`src/rtl/mmu_tlb_walker_if.sv`:
```
// Shared cbus payload types and the pipeline/cbus interface of mmu_tlb_walker.
package mmu_tlb_walker_pkg;

  localparam int unsigned ADDR_W = 64;
  localparam int unsigned DATA_W = 64;

  localparam logic [2:0] MSIZE8          = 3'd3;
  localparam logic [7:0] MLEN1           = 8'd0;
  localparam logic [1:0] AXI_BURST_FIXED = 2'b00;

  typedef struct packed {
    logic              valid;
    logic              is_write;
    logic [ADDR_W-1:0] addr;
    logic [2:0]        size;
    logic [7:0]        len;
    logic [1:0]        burst;
  } cbus_req_t;

  typedef struct packed {
    logic              last;
    logic [DATA_W-1:0] data;
  } cbus_resp_t;

endpackage

// Translation request/response port plus the page-table read bus.
interface mmu_tlb_walker_if;
  import mmu_tlb_walker_pkg::*;

  logic        req_valid;
  logic [63:0] req_vaddr;
  logic [1:0]  req_acc;
  logic        resp_valid;
  logic [63:0] resp_paddr;
  logic        resp_fault;
  cbus_req_t   creq;
  cbus_resp_t  cresp;

  modport slave (
    input  req_valid, req_vaddr, req_acc, cresp,
    output resp_valid, resp_paddr, resp_fault, creq
  );

  modport master (
    output req_valid, req_vaddr, req_acc, cresp,
    input  resp_valid, resp_paddr, resp_fault, creq
  );
endinterface

```
`src/rtl/mmu_tlb_walker.sv`:
```
// Page-table walker with a fully associative TLB, permission checks,
// superpage support and page-fault reporting. One translation at a time.
// Optional MMU_PERF_CNT_EN adds saturating hit/miss/fault counters.
module mmu_tlb_walker
  import mmu_tlb_walker_pkg::*;
#(
  parameter int unsigned LEVELS      = 3,
  parameter int unsigned TLB_ENTRIES = 8
) (
  input  logic                   clk,
  input  logic                   reset,
  mmu_tlb_walker_if.slave        bus,
  input  logic [43:0]            satp_ppn,
  input  logic [3:0]             satp_mode,
  input  logic [1:0]             priviledgeMode,
  input  logic                   sfence
`ifdef MMU_PERF_CNT_EN
  ,
  output logic [31:0]            tlb_hit_cnt,
  output logic [31:0]            tlb_miss_cnt,
  output logic [31:0]            fault_cnt
`endif
);

  localparam int unsigned VA_BITS  = 12 + 9 * LEVELS;
  localparam int unsigned VPN_BITS = 9 * LEVELS;
  localparam int unsigned PTR_BITS = $clog2(TLB_ENTRIES);
  localparam int unsigned LVL_BITS = 2;

  typedef enum logic [2:0] {IDLE, LOOKUP, REQ, WAIT, CHECK, DONE} state_e;

  state_e               state_q, state_n;
  logic [VA_BITS-1:0]   vaddr_q, vaddr_n;
  logic [1:0]           acc_q, acc_n;
  logic [LVL_BITS-1:0]  lvl_q, lvl_n;
  logic [43:0]          base_q, base_n;
  logic [63:0]          pte_q, pte_n;
  cbus_req_t            creq_q, creq_n;
  logic                 resp_valid_q, resp_valid_n;
  logic [63:0]          resp_paddr_q, resp_paddr_n;
  logic                 resp_fault_q, resp_fault_n;
  logic                 pend_q, pend_n;
  logic                 fill;
  logic                 leaf_bad;

  // TLB storage; flags are {D, A, U, X, W, R}
  logic [TLB_ENTRIES-1:0] tlb_valid_q;
  logic [VPN_BITS-1:0]    tlb_vpn_q   [TLB_ENTRIES];
  logic [LVL_BITS-1:0]    tlb_lvl_q   [TLB_ENTRIES];
  logic [43:0]            tlb_ppn_q   [TLB_ENTRIES];
  logic [5:0]             tlb_flags_q [TLB_ENTRIES];
  logic [PTR_BITS-1:0]    rr_q;
  logic                   hit;
  logic [PTR_BITS-1:0]    hit_idx;

  logic unused_pte;
  assign unused_pte = ^{pte_q[63:54], pte_q[9:8], pte_q[5]};

  assign bus.creq       = creq_q;
  assign bus.resp_valid = resp_valid_q;
  assign bus.resp_paddr = resp_paddr_q;
  assign bus.resp_fault = resp_fault_q;

  function automatic logic [5:0] pte_flags(input logic [63:0] pte);
    return {pte[7], pte[6], pte[4], pte[3], pte[2], pte[1]};
  endfunction

  // Leaf checks: superpage alignment, access permission, user bit, A and D.
  function automatic logic leaf_fault(input logic [5:0] f, input logic [43:0] ppn,
                                      input logic [LVL_BITS-1:0] lvl, input logic [1:0] acc,
                                      input logic [1:0] priv);
    logic [43:0] low;
    logic        perm;
    logic        usr;
    low = (44'(1) << (9 * lvl)) - 44'(1);
    case (acc)
      2'b00:   perm = !f[2];
      2'b01:   perm = !f[0];
      2'b10:   perm = !f[1];
      default: perm = 1'b1;
    endcase
    usr = (priv == 2'd0) ? !f[3] : f[3];
    return (|(ppn & low)) | perm | usr | !f[4] | ((acc == 2'b10) && !f[5]);
  endfunction

  // Physical address: PPN above the leaf level joined with the page offset.
  function automatic logic [63:0] make_paddr(input logic [43:0] ppn,
                                             input logic [LVL_BITS-1:0] lvl,
                                             input logic [VA_BITS-1:0] va);
    logic [55:0] m;
    m = (56'(1) << (12 + 9 * lvl)) - 56'(1);
    return {8'h00, ({ppn, 12'h000} & ~m) | (56'(va) & m)};
  endfunction

  // Associative lookup; each entry compares only VPN fields at or above its level.
  always_comb begin
    logic m;
    hit     = 1'b0;
    hit_idx = '0;
    for (int e = 0; e < TLB_ENTRIES; e++) begin
      m = tlb_valid_q[e];
      for (int i = 0; i < LEVELS; i++) begin
        if ((LVL_BITS'(i) >= tlb_lvl_q[e]) &&
            (vaddr_q[12 + 9 * i +: 9] != tlb_vpn_q[e][9 * i +: 9])) begin
          m = 1'b0;
        end
      end
      if (m && !hit) begin
        hit     = 1'b1;
        hit_idx = PTR_BITS'(e);
      end
    end
  end

  // Next-state and registered-output logic.
  always_comb begin
    state_n      = state_q;
    vaddr_n      = vaddr_q;
    acc_n        = acc_q;
    lvl_n        = lvl_q;
    base_n       = base_q;
    pte_n        = pte_q;
    creq_n       = creq_q;
    resp_valid_n = 1'b0;
    resp_paddr_n = resp_paddr_q;
    resp_fault_n = resp_fault_q;
    pend_n       = pend_q | sfence;
    fill         = 1'b0;
    leaf_bad     = 1'b0;
    unique case (state_q)
      IDLE: begin
        if (bus.req_valid) begin
          vaddr_n = bus.req_vaddr[VA_BITS-1:0];
          acc_n   = bus.req_acc;
          pend_n  = 1'b0;
          if ((satp_mode == 4'd0) || (priviledgeMode == 2'd3)) begin
            resp_valid_n = 1'b1;
            resp_paddr_n = bus.req_vaddr;
            resp_fault_n = 1'b0;
            state_n      = DONE;
          end else if (!((&bus.req_vaddr[63:VA_BITS-1]) || !(|bus.req_vaddr[63:VA_BITS-1]))) begin
            resp_valid_n = 1'b1;
            resp_paddr_n = 64'h0;
            resp_fault_n = 1'b1;
            state_n      = DONE;
          end else begin
            state_n = LOOKUP;
          end
        end
      end
      LOOKUP: begin
        if (hit) begin
          leaf_bad     = leaf_fault(tlb_flags_q[hit_idx], tlb_ppn_q[hit_idx],
                                    tlb_lvl_q[hit_idx], acc_q, priviledgeMode);
          resp_valid_n = 1'b1;
          resp_fault_n = leaf_bad;
          resp_paddr_n = leaf_bad ? 64'h0
                                  : make_paddr(tlb_ppn_q[hit_idx], tlb_lvl_q[hit_idx], vaddr_q);
          state_n      = DONE;
        end else begin
          lvl_n   = LVL_BITS'(LEVELS - 1);
          base_n  = satp_ppn;
          state_n = REQ;
        end
      end
      REQ: begin
        creq_n.valid    = 1'b1;
        creq_n.is_write = 1'b0;
        creq_n.addr     = {8'h00, base_q, vaddr_q[12 + 9 * lvl_q +: 9], 3'b000};
        creq_n.size     = MSIZE8;
        creq_n.len      = MLEN1;
        creq_n.burst    = AXI_BURST_FIXED;
        state_n         = WAIT;
      end
      WAIT: begin
        if (bus.cresp.last) begin
          pte_n   = bus.cresp.data;
          creq_n  = '0;
          state_n = CHECK;
        end
      end
      CHECK: begin
        state_n = DONE;
        if (!pte_q[0] || (!pte_q[1] && pte_q[2])) begin
          resp_valid_n = 1'b1;
          resp_fault_n = 1'b1;
          resp_paddr_n = 64'h0;
        end else if (!pte_q[1] && !pte_q[3]) begin
          if (lvl_q == '0) begin
            resp_valid_n = 1'b1;
            resp_fault_n = 1'b1;
            resp_paddr_n = 64'h0;
          end else begin
            base_n  = pte_q[53:10];
            lvl_n   = lvl_q - LVL_BITS'(1);
            state_n = REQ;
          end
        end else begin
          leaf_bad     = leaf_fault(pte_flags(pte_q), pte_q[53:10], lvl_q, acc_q, priviledgeMode);
          resp_valid_n = 1'b1;
          resp_fault_n = leaf_bad;
          resp_paddr_n = leaf_bad ? 64'h0 : make_paddr(pte_q[53:10], lvl_q, vaddr_q);
          fill         = !leaf_bad && !pend_q && !sfence;
        end
      end
      DONE: begin
        state_n = IDLE;
      end
      default: begin
        state_n = IDLE;
      end
    endcase
  end

  // State and output registers.
  always_ff @(posedge clk or posedge reset) begin
    if (reset) begin
      state_q      <= IDLE;
      vaddr_q      <= '0;
      acc_q        <= '0;
      lvl_q        <= '0;
      base_q       <= '0;
      pte_q        <= '0;
      creq_q       <= '0;
      resp_valid_q <= 1'b0;
      resp_paddr_q <= '0;
      resp_fault_q <= 1'b0;
      pend_q       <= 1'b0;
    end else begin
      state_q      <= state_n;
      vaddr_q      <= vaddr_n;
      acc_q        <= acc_n;
      lvl_q        <= lvl_n;
      base_q       <= base_n;
      pte_q        <= pte_n;
      creq_q       <= creq_n;
      resp_valid_q <= resp_valid_n;
      resp_paddr_q <= resp_paddr_n;
      resp_fault_q <= resp_fault_n;
      pend_q       <= pend_n;
    end
  end

  // TLB valid bits and round-robin replacement pointer.
  always_ff @(posedge clk or posedge reset) begin
    if (reset) begin
      tlb_valid_q <= '0;
      rr_q        <= '0;
    end else if (sfence) begin
      tlb_valid_q <= '0;
    end else if (fill) begin
      tlb_valid_q[rr_q] <= 1'b1;
      rr_q              <= rr_q + PTR_BITS'(1);
    end
  end

  // TLB payload written at the replacement pointer on a successful walk.
  always_ff @(posedge clk) begin
    if (fill) begin
      tlb_vpn_q[rr_q]   <= vaddr_q[VA_BITS-1:12];
      tlb_lvl_q[rr_q]   <= lvl_q;
      tlb_ppn_q[rr_q]   <= pte_q[53:10];
      tlb_flags_q[rr_q] <= pte_flags(pte_q);
    end
  end

`ifdef MMU_PERF_CNT_EN
  // Saturating performance counters; sfence leaves them untouched.
  always_ff @(posedge clk or posedge reset) begin
    if (reset) begin
      tlb_hit_cnt  <= '0;
      tlb_miss_cnt <= '0;
      fault_cnt    <= '0;
    end else begin
      if ((state_q == LOOKUP) && hit && (tlb_hit_cnt != 32'hFFFF_FFFF))
        tlb_hit_cnt <= tlb_hit_cnt + 32'd1;
      if ((state_q == LOOKUP) && !hit && (tlb_miss_cnt != 32'hFFFF_FFFF))
        tlb_miss_cnt <= tlb_miss_cnt + 32'd1;
      if ((state_q == DONE) && resp_fault_q && (fault_cnt != 32'hFFFF_FFFF))
        fault_cnt <= fault_cnt + 32'd1;
    end
  end
`endif

endmodule

```
`src/flat_wrapper.sv`:
```
// flat-port wrapper written by rule: the top's interface ports become plain ports
module mmu_tlb_walker_flat import mmu_tlb_walker_pkg::*;
#(
  parameter int unsigned LEVELS      = 3,
  parameter int unsigned TLB_ENTRIES = 8
)
  (clk, reset, satp_ppn, satp_mode, priviledgeMode, sfence, bus_req_valid, bus_req_vaddr, bus_req_acc, bus_cresp, bus_resp_valid, bus_resp_paddr, bus_resp_fault, bus_creq);
  mmu_tlb_walker_if bus_i ();
  input  logic clk;
  input  logic reset;
  input  logic [43:0] satp_ppn;
  input  logic [3:0] satp_mode;
  input  logic [1:0] priviledgeMode;
  input  logic sfence;
  input wire logic [$bits(bus_i.req_valid)-1:0] bus_req_valid;
  input wire logic [$bits(bus_i.req_vaddr)-1:0] bus_req_vaddr;
  input wire logic [$bits(bus_i.req_acc)-1:0] bus_req_acc;
  input wire logic [$bits(bus_i.cresp)-1:0] bus_cresp;
  output wire logic [$bits(bus_i.resp_valid)-1:0] bus_resp_valid;
  output wire logic [$bits(bus_i.resp_paddr)-1:0] bus_resp_paddr;
  output wire logic [$bits(bus_i.resp_fault)-1:0] bus_resp_fault;
  output wire logic [$bits(bus_i.creq)-1:0] bus_creq;
  assign bus_i.req_valid = bus_req_valid;
  assign bus_i.req_vaddr = bus_req_vaddr;
  assign bus_i.req_acc = bus_req_acc;
  assign bus_i.cresp = bus_cresp;
  assign bus_resp_valid = bus_i.resp_valid;
  assign bus_resp_paddr = bus_i.resp_paddr;
  assign bus_resp_fault = bus_i.resp_fault;
  assign bus_creq = bus_i.creq;
  mmu_tlb_walker #(.LEVELS(LEVELS), .TLB_ENTRIES(TLB_ENTRIES)) u_core (.clk(clk), .reset(reset), .bus(bus_i), .satp_ppn(satp_ppn), .satp_mode(satp_mode), .priviledgeMode(priviledgeMode), .sfence(sfence));
endmodule
```
`config.mk`:
```
export PLATFORM = sky130hd
export DESIGN_NAME = mmu_tlb_walker_flat
export DESIGN_NICKNAME = d
export VERILOG_FILES = /design/src/rtl/mmu_tlb_walker_if.sv /design/src/rtl/mmu_tlb_walker.sv /design/src/flat_wrapper.sv
export SDC_FILE = /design/constraint.sdc
export NUM_CORES = 1
export LEC_CHECK = 0
export CAP_MARGIN = 20
export CORE_UTILIZATION = 50
export DETAILED_ROUTE_END_ITERATION = 12
export PLACE_DENSITY = 0.73
export REMOVE_ABC_BUFFERS = 1
export SYNTH_ARGS = -nofsm -noshare
export SYNTH_HDL_FRONTEND = slang
export SYNTH_SLANG_ARGS = --single-unit
export TNS_END_PERCENT = 50
```
`constraint.sdc`:
```
create_clock -name clk -period 8.9 [get_ports clk]
set_input_delay 0.89 -clock clk [delete_from_list [all_inputs] [get_ports clk]]
set_output_delay 0.89 -clock clk [all_outputs]
set_load 0.01 [all_outputs]
```
; Word-level counts from Yosys, hierarchy flattened
; Memories as Yosys holds them, arrays and structs flattened.
; Index checks and enable logic that the tools add are counted.
[word_totals]
ff_bits = 301
ramBits = 632
n_memories = 4
[op_classes]
n_addsub = 8
n_mul = 2
n_lt_le_gt_ge = 26
eq_ne = 40
shifts = 5
n_mux = 106
bitwise = 21
reduce_logical = 85
[memory_table]
columns = memory, words, word_bits, read_ports, rd_ports_with_merged_regs, write_ports, line_no
row1 = u_core.tlb_ppn_q, 8, 44, 1, 0, 1, mmu_tlb_walker.sv:50  ; logic [43:0] tlb_ppn_q [TLB_ENTRIES];
row2 = u_core.tlb_vpn_q, 8, 27, 8, 0, 1, mmu_tlb_walker.sv:48  ; logic [VPN_BITS-1:0] tlb_vpn_q [TLB_ENTRIES];
row3 = u_core.tlb_flags_q, 8, 6, 1, 0, 1, mmu_tlb_walker.sv:51  ; logic [5:0] tlb_flags_q [TLB_ENTRIES];
row4 = u_core.tlb_lvl_q, 8, 2, 9, 0, 1, mmu_tlb_walker.sv:49  ; logic [LVL_BITS-1:0] tlb_lvl_q [TLB_ENTRIES];
[ops]
columns = op, n
row1 = $mux W64, 7
row2 = $ne A9 B9 Y1, 24
row3 = $pmux W64 S3, 1
row4 = $mux W44, 4
row5 = $pmux W79 S2, 1
row6 = $and A39 B56 Y56, 2
row7 = $and A56 B56 Y56, 2
row8 = $mux W56, 2
row9 = $not A56 Y56, 2
row10 = $or A56 B56 Y56, 2
row11 = $shl A1 B32 Y56 const A, 2
row12 = $sub A56 B2 Y56 const B, 2
row13 = $and A44 B44 Y44, 2
row14 = $pmux W44 S2, 1
row15 = $reduce_or A44 Y1, 2
row16 = $shl A1 B6 Y44 const A, 2
row17 = $sub A44 B2 Y44 const B, 2
row18 = $mux W79, 1
row19 = $mux W1, 62
row20 = $shiftx A39 B33 Y9, 1
row21 = $logic_and A1 B1 Y1, 38
row22 = $mux W3, 12
row23 = $ge A1 B2 Y1 const A, 16
row24 = $reduce_and A26 Y1, 1
row25 = other kinds (35), 102

; Logic depth before layout (Yosys ltp)
; Gate-level depths: netlist of the first run.
; An unclocked memory read counts as a cell.
[logic_depth]
word_depth = 41
mapped_depth = 29
depth_no_buf = 24

; Least setup slack after synthesis of the first run
; No wires, ideal clock.
[synth_timing]
kind = register to register
from = reg u_core.lvl_q[1]
to = mem u_core.tlb_flags_q[0][0], enable pin
setup_time_ns = 0.615
arrival_ns = 8.342
setup_slack_ns = -0.057
path_stages_with_launch = 13
n_path_buf = 2
period_less_slack_ns = 8.957
path_cell_list = dfrtp_1 clkbuf_1 inv_1 ha_1 clkbuf_1 inv_1 ha_1 o21ai_0 nor4_1 o2111ai_1 nor3_1 nand2b_1 nor3_1
[synth_via]
elab_chain_len = 17
[synth_lines]
columns = element, line_no
row1 = start: declaration, mmu_tlb_walker.sv:35  ; logic [LVL_BITS-1:0] lvl_q, lvl_n;
row2 = start signal: assignment, mmu_tlb_walker.sv:233  ; lvl_q <= lvl_n;
row3 = $mul A4 B2 Y6, mmu_tlb_walker.sv:75  ; low = (44'(1) << (9 * lvl)) - 44'(1);
row4 = $shl A1 B6 Y44, mmu_tlb_walker.sv:75
row5 = $sub A44 B2 Y44, mmu_tlb_walker.sv:75
row6 = $and A44 B44 Y44, mmu_tlb_walker.sv:83  ; return (|(ppn & low)) | perm | usr | !f[4] | ((acc == 2'b10) && !f[5]);
row7 = $reduce_or A44 Y1, mmu_tlb_walker.sv:83
row8 = $or A1 B1 Y1 (4 in series), mmu_tlb_walker.sv:83
row9 = $logic_not A1 Y1, mmu_tlb_walker.sv:203  ; fill = !leaf_bad && !pend_q && !sfence;
row10 = $logic_and A1 B1 Y1 (2 in series), mmu_tlb_walker.sv:203
row11 = $mux W1, mmu_tlb_walker.sv:188  ; end else if (!pte_q[1] && !pte_q[3]) begin
row12 = $mux W1, mmu_tlb_walker.sv:184  ; if (!pte_q[0] || (!pte_q[1] && pte_q[2])) begin
row13 = $mux W1, mmu_tlb_walker.sv:130  ; unique case (state_q)
row14 = $mux W1, mmu_tlb_walker.sv:259  ; if (fill) begin
row15 = $mux W1 (not written as such), mmu_tlb_walker.sv:263  ; tlb_flags_q[rr_q] <= pte_flags(pte_q);
row16 = end: declaration, mmu_tlb_walker.sv:51
; Every way passes these cells.

; Worst setup path in the final report of the first run
[layout_timing]
from = reg u_core.vaddr_q[15]
to = reg u_core.resp_paddr_q[42], in the netlist u_core.bus.resp_paddr[42]
[layout_via]
elab_chain_len = 40
[layout_lines]
columns = element, line_no
row1 = start: declaration, mmu_tlb_walker.sv:33  ; logic [VA_BITS-1:0] vaddr_q, vaddr_n;
row2 = start signal: assignment, mmu_tlb_walker.sv:231  ; vaddr_q <= vaddr_n;
row3 = $ne A9 B9 Y1, mmu_tlb_walker.sv:104  ; (vaddr_q[12 + 9 * i +: 9] != tlb_vpn_q[e][9 * i +: 9])) begin
row4 = $logic_and A1 B1 Y1, mmu_tlb_walker.sv:103  ; if ((LVL_BITS'(i) >= tlb_lvl_q[e]) &&
row5 = $mux W1 (3 in series), mmu_tlb_walker.sv:103
row6 = $mux W1, mmu_tlb_walker.sv:108  ; if (m && !hit) begin
row7 = $logic_not A1 Y1, mmu_tlb_walker.sv:108
row8 = $logic_and A1 B1 Y1, mmu_tlb_walker.sv:108
row9 = $mux W1, mmu_tlb_walker.sv:108
row10 = $logic_not A1 Y1, mmu_tlb_walker.sv:108
row11 = (+19 left out), --
row12 = $shl A1 B6 Y44, mmu_tlb_walker.sv:75
row13 = $sub A44 B2 Y44, mmu_tlb_walker.sv:75
row14 = $and A44 B44 Y44, mmu_tlb_walker.sv:83
row15 = $reduce_or A44 Y1, mmu_tlb_walker.sv:83
row16 = $or A1 B1 Y1 (4 in series), mmu_tlb_walker.sv:83
row17 = $mux W56, mmu_tlb_walker.sv:157  ; resp_paddr_n = leaf_bad ? 64'h0
row18 = $mux W64, mmu_tlb_walker.sv:152  ; if (hit) begin
row19 = $pmux W64 S3, mmu_tlb_walker.sv:130
row20 = end signal: assignment, mmu_tlb_walker.sv:238  ; resp_paddr_q <= resp_paddr_n;
row21 = end: declaration, mmu_tlb_walker.sv:40  ; logic [63:0] resp_paddr_q, resp_paddr_n;
; Parallel ways exist; a longest one is shown, timed or not. The select of a mux whose other input is x is not followed.
; A chain may end at the register's enable or synchronous reset.

==> results of run 1 <==
-- logic make-up after synthesis --
logic type               synth area share
XOR/XNOR                          0.05132
other                          0.00009553
flip-flops                         0.6575
adder cells (fa/ha/maj)          0.007650
multiplexers                      0.07793
buffers and inverters             0.02709
AO/OA/AOI/OAI                      0.1002
AND/OR/NAND/NOR                   0.07819
-- cells in the mapped netlist (all sizes together), types with 23 or more instances --
cell and n:
edfxtp 632, dfrtp 273, nand2 236, nor2 195, xnor2 148, mux2i 147, a21oi 126, clkbuf 119
mux2 113, o21ai 101, xor2 82, buf 80, nand3 58, a22o 55, nand4 43, o31ai 39
nor3 38, nor4 34, a31oi 32, inv 28, ha 24, a221oi 23
-- layout make-up --
class	instances	area (µm²)
flip-flops and latches	905	25810
diodes	2	5.005
clock inverters	30	237.7
repair buffers	391	3694
well taps	1040	1301
multi-input cells	1783	12620
clock buffers	144	2673
fillers	5966	31140
inverters	29	116.4
-- registers in the layout, indices dropped and copies added (netlist names) --
name,cells
u_core.tlb_ppn_q,352
u_core.tlb_vpn_q,216
u_core.bus.resp_paddr,64
u_core.bus.creq,54
u_core.pte_q,51
u_core.tlb_flags_q,48
u_core.base_q,44
u_core.vaddr_q,39
u_core.tlb_lvl_q,16
u_core.tlb_valid_q,8
u_core.rr_q,3
u_core.state_q,3
u_core.acc_q,2
u_core.lvl_q,2
u_core.bus.resp_fault,1
u_core.bus.resp_valid,1
u_core.pend_q,1
-- metrics by stage --
| step | utilization | setup TNS [ps] |
|---|---|---|
| after floorplan | - | -2226400 |
| after global placement | 0.5611 | 0 |
| after detailed placement | 0.5611 | 0 |
| after CTS | 0.5986 | 0 |
| after global routing | 0.5987 | 0 |
| final | 0.5987 | 0 |
-- placed cells by master (no fill, tap or decap), types with 96 or more instances in the layout --
| cell | n |
|---|---|
| a21oi_1 | 125 |
| buf_4 | 96 |
| clkbuf_16 | 96 |
| clkdlybuf4s50_1 | 293 |
| dfrtp_1 | 273 |
| edfxtp_1 | 632 |
| mux2_2 | 112 |
| mux2i_1 | 147 |
| nand2_1 | 236 |
| nor2_1 | 184 |
| o21ai_0 | 99 |
| xnor2_1 | 148 |
-- report_power, final --
part	switching (µW)	total [µW]	internal, µW
combinational	2030	3660	1630
sequential	1110	6620	5510
clock	1610	3740	2130
total	4750	14000	9280
-- worst max-delay path, delay by kind of cell (launching register included) --
kind                       cells  cell delay, ps
and+or+nand+nor                9            2240
adders and majority gates      2             560
buffers and inverters          3             660
muxes                          1             140
DFF                            1            1010
AOI/OAI and AO/OA              9            2450
xor gates and xnor gates       1             160
-- metal layers --
metal,vias up,GRT usage
met1,13570,0.4189
met3,248,0.04939
met5,-,0
met2,1449,0.4656
li1,11470,-
met4,0,0.1077
-- worst paths after layout --
kind / startpoint / end / slack, ps
hold / removal: u_core.bus.resp_paddr[56] / u_core.bus.resp_paddr[56] / 480
setup / recovery: u_core.vaddr_q[15] / u_core.bus.resp_paddr[42] / 1540
setup reg to reg: u_core.vaddr_q[15] / u_core.bus.resp_paddr[42] / 1540
min in group asynchronous: reset / u_core.pte_q[46] / 780
hold reg to reg: u_core.bus.resp_paddr[56] / u_core.bus.resp_paddr[56] / 480
max in group asynchronous: reset / u_core.pte_q[12] / 6600
==> results.md, run 1 <==
* Peak VDD IR at 0.2812 mV
* Number of clock buffers inserted by TritonCTS at 93
* Number of instances in the placed design at 4148
* Pwr Total at 14030 µW
* Clock slew seen by the registers of the worst setup and hold paths at 60 ps
* Final hold slack at 481.6 ps
* Core region area at 0.07759 mm²
* Final-stage net count at 3412
* Port bufs at 293
* Sort of element at the end of the critical path: register
* Class of the tightest hold or removal check: reg -> reg
* Endpoints failing setup at 0
* Setup Skew at 33.58 ps
* Leak pwr at 0.01653 µW
* Pins over their slew limit at 0
* Number of global-route vias before repair at 26230
* Highest routed metal layer: met4
* Critical path peak fanout at 47
* Sequential cell area fraction in the yosys report at 0.6575
* Library cell occupying the most area in the post-synthesis netlist: edfxtp_1
* Start-to-end type of the worst setup path: reg -> reg
* Global-route wire length before repair at 172600 µm
* Initial Util at 0.5059
* # Post-CTS Setup Buffers at 0
* Cell depth of the worst min-delay path at 2
* Most common flop cell mapped by yosys: edfxtp_1
* Max-capacitance violation count at 0
* Routed len/inst at 27.43 µm
* Worst-skew pair later-pin latency at 650 ps
* Sink count of the clock tree at 905
* Main area contributors after synthesis: edfxtp_1, dfrtp_1, mux2i_1
* Via-per-instance ratio at 6.183
* DR WL met3 at 10760 µm
* Area after detailed placement at 0.04354 mm²
* Post-synth EDFFs at 632
* Number of nets still failing antenna checks after routing at 0
* Post-Synthesis Mean Instance Area at 13.56 µm²
* Combined global-route utilization of all metal layers at 0.2969
* Synth Register Bits at 905
* Slowest stage cell on the critical path: dfrtp_1
* Die area at 0.07963 mm²
* Placement Rows at 102
* 1st-iter DRT viols at 3218
* Maximum number of pins on one net before global-route repair at 102
* Period utilization at 0.8275
* Hpwl dp at 77090 µm
* Antenna violations before repair at 4
* Clock Tree Buf Depth at 3
* Setup repair after global routing missed its margin: false
* Status: complete, no violations
* Share of flip-flops with an asynchronous set or reset after synthesis at 0.3017
* WL met2 at 55070 µm
* Synth-to-Final Area Change at 18.34%
* Worst slew margin relative to its limit at 0.3116
* TritonCTS clock tree: built
* Final standard cell count with taps included and fillers excluded at 4324
* Min Clock Period, post-route at 7364 ps
* Worst setup margin at 1536 ps
* 1st-pass router iterations at 6
* Delay of the slowest cell on the worst path at 1010 ps
* Number of warning messages in the yosys log at 0
* Buffer cell driving the clock tree root: clkbuf_16
* Fraction of synthesized cell area taken by the top area cell type at 0.4835
* Endpoints failing hold at 0
* Via Count at 26730
* Path depth of the worst reg2reg path at 25
* Unique masters post-synth at 89
* Global route total overflow at 0
* Required time reported for the critical path endpoint at 9440 ps
* # hold bufs at CTS at 0
* H-tree depth at 3
* Floorplan die width at 282.2 µm
* Power Dens Cells at 302.0 mW/mm²
* DRT Wirelength at 118600 µm
* Type of element launching the critical path: register
* Gates resized, CTS repair at 0
* Slew at the pin closest to its max-slew limit at 1033 ps
* Post-route design area at 0.04645 mm²
* GPL Wtd Cong at 0.9774
* Synthesized instance count at 2894
* Post-Syn Area at 0.03925 mm²
* WP data arrival at 7900 ps
* Post-place setup slack at 1607 ps
* Chip height at 282.2 µm
* Number of design rule violations left after detail routing at 0
* Fraction of layout instances using a drive strength above 1 at 0.1252
* Achievable Freq at 135.8 MHz
* Io pins at 330
* M1 WL at 48510 µm
Power figures use the tool's default switching activity.
==> run 2: changes to the inputs <==
--- a/config.mk
+++ b/config.mk
@@ -8,7 +8,7 @@
 export CAP_MARGIN = 20
 export CORE_UTILIZATION = 50
 export DETAILED_ROUTE_END_ITERATION = 12
-export PLACE_DENSITY = 0.73
+export PLACE_DENSITY = 0.7
 export REMOVE_ABC_BUFFERS = 1
 export SYNTH_ARGS = -nofsm -noshare
 export SYNTH_HDL_FRONTEND = slang
==> constraint.sdc (replaced) <==
create_clock -name clk -period 7.1 [get_ports clk]
set_input_delay 0.71 -clock clk [delete_from_list [all_inputs] [get_ports clk]]
set_output_delay 0.71 -clock clk [all_outputs]
set_load 0.01 [all_outputs]
==> results.md, run 2 (same netlist as run 1, synthesis figures left out) <==
* Number of nets still failing antenna checks after routing at 0
* Worst slew margin relative to its limit at 0.2414
* Class of the tightest hold or removal check: reg -> reg
* H-tree depth at 3
* Period utilization at 0.9358
* Critical path peak fanout at 18
* Final hold slack at 478.2 ps
* Clock slew seen by the registers of the worst setup and hold paths at 60 ps
* Register with the most flip-flops: u_core.tlb_ppn_q
* DRT Wirelength at 120900 µm
* Max-capacitance violation count at 0
* Post-place setup slack at 506.8 ps
* Util after Layout at 0.6109
* Min Clock Period, post-route at 6644 ps
* Routed len/inst at 27.53 µm
* TritonCTS clock tree: built
* Endpoints failing hold at 0
* Gates resized, CTS repair at 0
* Global route total overflow at 0
* Switching pwr at 5994 µW
* Commonest non-fill, non-tap cells in the layout: edfxtp_1, clkdlybuf4s50_1, dfrtp_1
* Required time reported for the critical path endpoint at 7640 ps
* Endpoints failing setup at 0
* Initial Util at 0.5059
* Via Count at 27040
* Critical Path Sink: u_core.bus.resp_paddr[8]
* Port bufs at 293
* Status: complete, no violations
* # hold bufs at CTS at 0
* Chip height at 282.2 µm
* Number of design rule violations left after detail routing at 0
* Power Dens Cells at 381.1 mW/mm²
* Buffer cell driving the clock tree root: clkbuf_16
* 1st-pass router iterations at 6
* Number of clock buffers inserted by TritonCTS at 93
* Die area at 0.07963 mm²
* Clock Tree Buf Depth at 3
* Slowest stage cell on the critical path: dfrtp_1
* Setup Skew at 39.28 ps
* P_int at 12070 µW
* Leak pwr at 0.01705 µW
* Number of cells on the critical path at 27
* Final-stage net count at 3481
* Crit path top cell by count: buf_4
* Slew at the pin closest to its max-slew limit at 1138 ps
* Pwr Total at 18070 µW
* CP Launch Point: u_core.vaddr_q[32]
* Setup slack on the worst flop-to-flop path at 460 ps
* Power share of the combinational group at 0.256
* Io pins at 330
* Kind of cell adding the most delay to the critical path: compound AO/OA/AOI/OAI gates
* Sink count of the clock tree at 905
* Hpwl dp at 79630 µm
* Core region area at 0.07759 mm²
* Sequential fraction of design power at 0.459
* Combined global-route utilization of all metal layers at 0.3039
* Sort of element at the end of the critical path: register
* Delay of the slowest cell on the worst path at 960 ps
* Most common cell after layout, fill and taps aside: edfxtp_1
* Pins over their slew limit at 0
* Achievable Freq at 150.5 MHz
* FF-to-FF End: u_core.bus.resp_paddr[8]
* Setup repair after global routing missed its margin: false
* Placement Rows at 102
* Peak VDD IR at 0.2624 mV
* Net switching share of the total power at 0.3318
* Worst-skew pair later-pin latency at 670 ps
* Antenna violations before repair at 0
* Hold Startpoint: u_core.bus.resp_paddr[63]
* Startpoint of the worst register-to-register path: u_core.vaddr_q[32]
* WP data arrival at 7180 ps
* 1st-iter DRT viols at 2803
* Worst setup margin at 456.0 ps
* Antenna Cells at 0
* # Post-CTS Setup Buffers at 0
* Synth-to-Final Area Change at 20.76%
* Buf+Inv Stages, Crit Path at 7
* Maximum number of pins on one net before global-route repair at 138
* Max FFs per register at 352
* Number of global-route vias before repair at 26630
* Global-route wire length before repair at 176200 µm
* Via-per-instance ratio at 6.155
* Portion of total power attributed to the clock network at 0.286
* Fraction of layout instances using a drive strength above 1 at 0.1488
* Path depth of the worst reg2reg path at 27
* Type of element launching the critical path: register
* Sum Neg Setup Slack at 0 ps
* Start-to-end type of the worst setup path: reg -> reg
* GPL Wtd Cong at 0.9526
* Floorplan die width at 282.2 µm
-- run 2: per-stage QoR --
| step | instances | instance area, µm² |
|---|---|---|
| after floorplan | 2717 | 38380 |
| after global placement | 4216 | 44130 |
| after detailed placement | 4216 | 44130 |
| after CTS | 4392 | 47390 |
| after global routing | 4393 | 47400 |
| final | 4393 | 47400 |
-- run 2: area by class of cell --
type | instances | area [µm²]
clock buffer | 136 | 2745
inverter | 29 | 116.4
timing repair buffer | 460 | 4303
multi-input combinational | 1783 | 12610
fill | 5986 | 30190
tap | 1040 | 1301
clock inverter | 40 | 520.5
sequential | 905 | 25810
-- run 2: power by group through the flow --
stage | Clock [µW] | Sequential (µW) | Combinational, µW
6_report | 5160 | 8290 | 4620
5_1_grt | 5410 | 8380 | 4960
4_1_cts | 5210 | 8250 | 4620
2_1_floorplan | 0 | 8060 | 2360
3_3_place_gp | 0 | 8290 | 4460
3_5_place_dp | 0 | 8350 | 4590
-- run 2: layer usage --
metal | share of wire | vias up | GRT usage
li1 | - | 11600 | -
met1 | 0.41 | 13860 | 0.4269
met2 | 0.47 | 1367 | 0.4834
met3 | 0.085 | 211 | 0.04948
met4 | 0.029 | 0 | 0.1015
met5 | 0 | - | 0
-- run 2: worst min-delay path by stage --
stage	to	cells past startpoint
after floorplan	u_core.base_q[0]	2
after global placement	u_core.bus.resp_paddr[59]	2
after detailed placement	u_core.bus.resp_paddr[63]	2
after CTS	u_core.bus.resp_paddr[63]	2
after global routing	u_core.bus.resp_paddr[59]	2
final	u_core.bus.resp_paddr[63]	2
-- run 2: worst min-delay path: cells and delay by family, from the launching register on --
family        cells  cell delay (ps)
simple gates      2              100
flops             1              340
==> edit, RTL diff (settings of run 1) <==
Take the reset off `resp_paddr_q` and load it in a clocked block of its own.
--- a/src/rtl/mmu_tlb_walker.sv
+++ b/src/rtl/mmu_tlb_walker.sv
@@ -223,7 +223,6 @@
       pte_q        <= '0;
       creq_q       <= '0;
       resp_valid_q <= 1'b0;
-      resp_paddr_q <= '0;
       resp_fault_q <= 1'b0;
       pend_q       <= 1'b0;
     end else begin
@@ -235,10 +234,13 @@
       pte_q        <= pte_n;
       creq_q       <= creq_n;
       resp_valid_q <= resp_valid_n;
-      resp_paddr_q <= resp_paddr_n;
       resp_fault_q <= resp_fault_n;
       pend_q       <= pend_n;
     end
+  end
+
+  always_ff @(posedge clk) begin
+    resp_paddr_q <= resp_paddr_n;
   end
 
   // TLB valid bits and round-robin replacement pointer.
Behaviour: not the same (a bounded check fails within 4 cycles, from zero or initial values and one cycle with reset high).
==> edit against run 1 <==
  * Worst setup slack worse by 270 ps
  * Final area is 0.29% lower
  * Sequential share of layout area is 0.85 points higher
  * Area after synthesis is 0.50% lower
  * Total power is 2.3% lower
  * Critical path depth is 7 lower
  * Combinational power is 13% lower
  * First-iteration DRC count is 3.0% higher
  * Routed wire length is 4.6% lower
  * Sequential cell count stayed put
  * Critical path type unchanged
==> edit: results <==
[outcome]
status = "finished, final reports clean"

[global_route]
grt_max_degree = 91
grt_use_met3_pct = 5.19
antenna_found_initial = 9
grt_pass1_wl_um = 166000
grt_use_total_pct = 28.3
globalRouteMet2Util_pct = 44.4
grtUsageMet1_pct = 38.7

[cts]
cts_buffers = 92

[power_and_ir_drop]
power_sequential_mw = 6.69
p_switching_mw = 4.41
ir_drop_uv = 207
clkPwrFrac_pct = 28.1
power.total_mw = 13.7

[placement]
dp_cells = 4005
gp_congestion = 0.949

[setup_path]
worstPathArrival_ps = 7980
crit_fanout = 20
r2r-end = "u_core.bus.resp_paddr[1]$_DFFE_PP_"

[drt]
wl_per_cell_um = 27.1
met2_length_um = 52900
drt_iter0_markers = 3316
m1WireLength_um = 43900
wl_met3_um = 11400

[sta]
fin_skew_ps = 27.3
worst_pin_slew_ps = 1270

[final_layout]
fill_cells = 5900
layout.nets = 3270
post_route_cells_drive_above_1_share_pct = 12.5

[synth]
yosysUniqueCellTypes = 92
ys_seq_area_share_pct = 66.9
synth-edff-count = 696
async_reset_ff_share_pct = 23.1

[min_path]
hold-path-endpoint = "u_core.bus.creq[50]$_DFFE_PP0P_"
min_path_cells = 1
edit: cell families after synthesis:
family | synth area share [%]
xor+xnor | 5.16
mux | 7.94
buf+inv | 2.88
simple gates | 6.77
other cells | 0.00960
fa+ha+maj | 0.769
compound gates | 9.57
flops | 66.9
edit: worst max-delay path by stage:
stage / start / to / slack [ps]
after floorplan: u_core.state_q[1]$_DFFE_PP0P_ / u_core.tlb_flags_q[0][0]$_DFFE_PP_ / -5840
after global placement: u_core.vaddr_q[30]$_DFFE_PP0P_ / u_core.bus.resp_paddr[11]$_DFFE_PP_ / 1470
after detailed placement: u_core.vaddr_q[30]$_DFFE_PP0P_ / u_core.bus.resp_paddr[1]$_DFFE_PP_ / 1210
after CTS: u_core.vaddr_q[30]$_DFFE_PP0P_ / u_core.bus.resp_paddr[5]$_DFFE_PP_ / 1150
after global routing: u_core.vaddr_q[30]$_DFFE_PP0P_ / u_core.bus.resp_paddr[5]$_DFFE_PP_ / 1050
final: u_core.vaddr_q[30]$_DFFE_PP0P_ / u_core.bus.resp_paddr[1]$_DFFE_PP_ / 1260
edit: critical path, delay by kind of cell, from the launching register on:
kind | cells | cell delay (ps)
AND/OR/NAND/NOR | 9 | 3950
buffers and inverters | 2 | 320
flip-flops | 1 | 1010
adder cells (fa/ha/maj) | 2 | 680
AO/OA/AOI/OAI | 4 | 1110
XOR/XNOR | 1 | 200
edit: final cells by class:
class                           count  area [µm²]  area share (%)
Antenna cell                        4        10.0          0.0216
Clock buffer                      129        2650            5.71
Clock inverter                     42         360           0.778
Inverter                           37         149           0.321
Multi-Input combinational cell   1650       12000            26.0
Sequential cell                   905       26100            56.4
Tap cell                         1040        1300            2.81
Timing Repair Buffer              375        3680            7.94
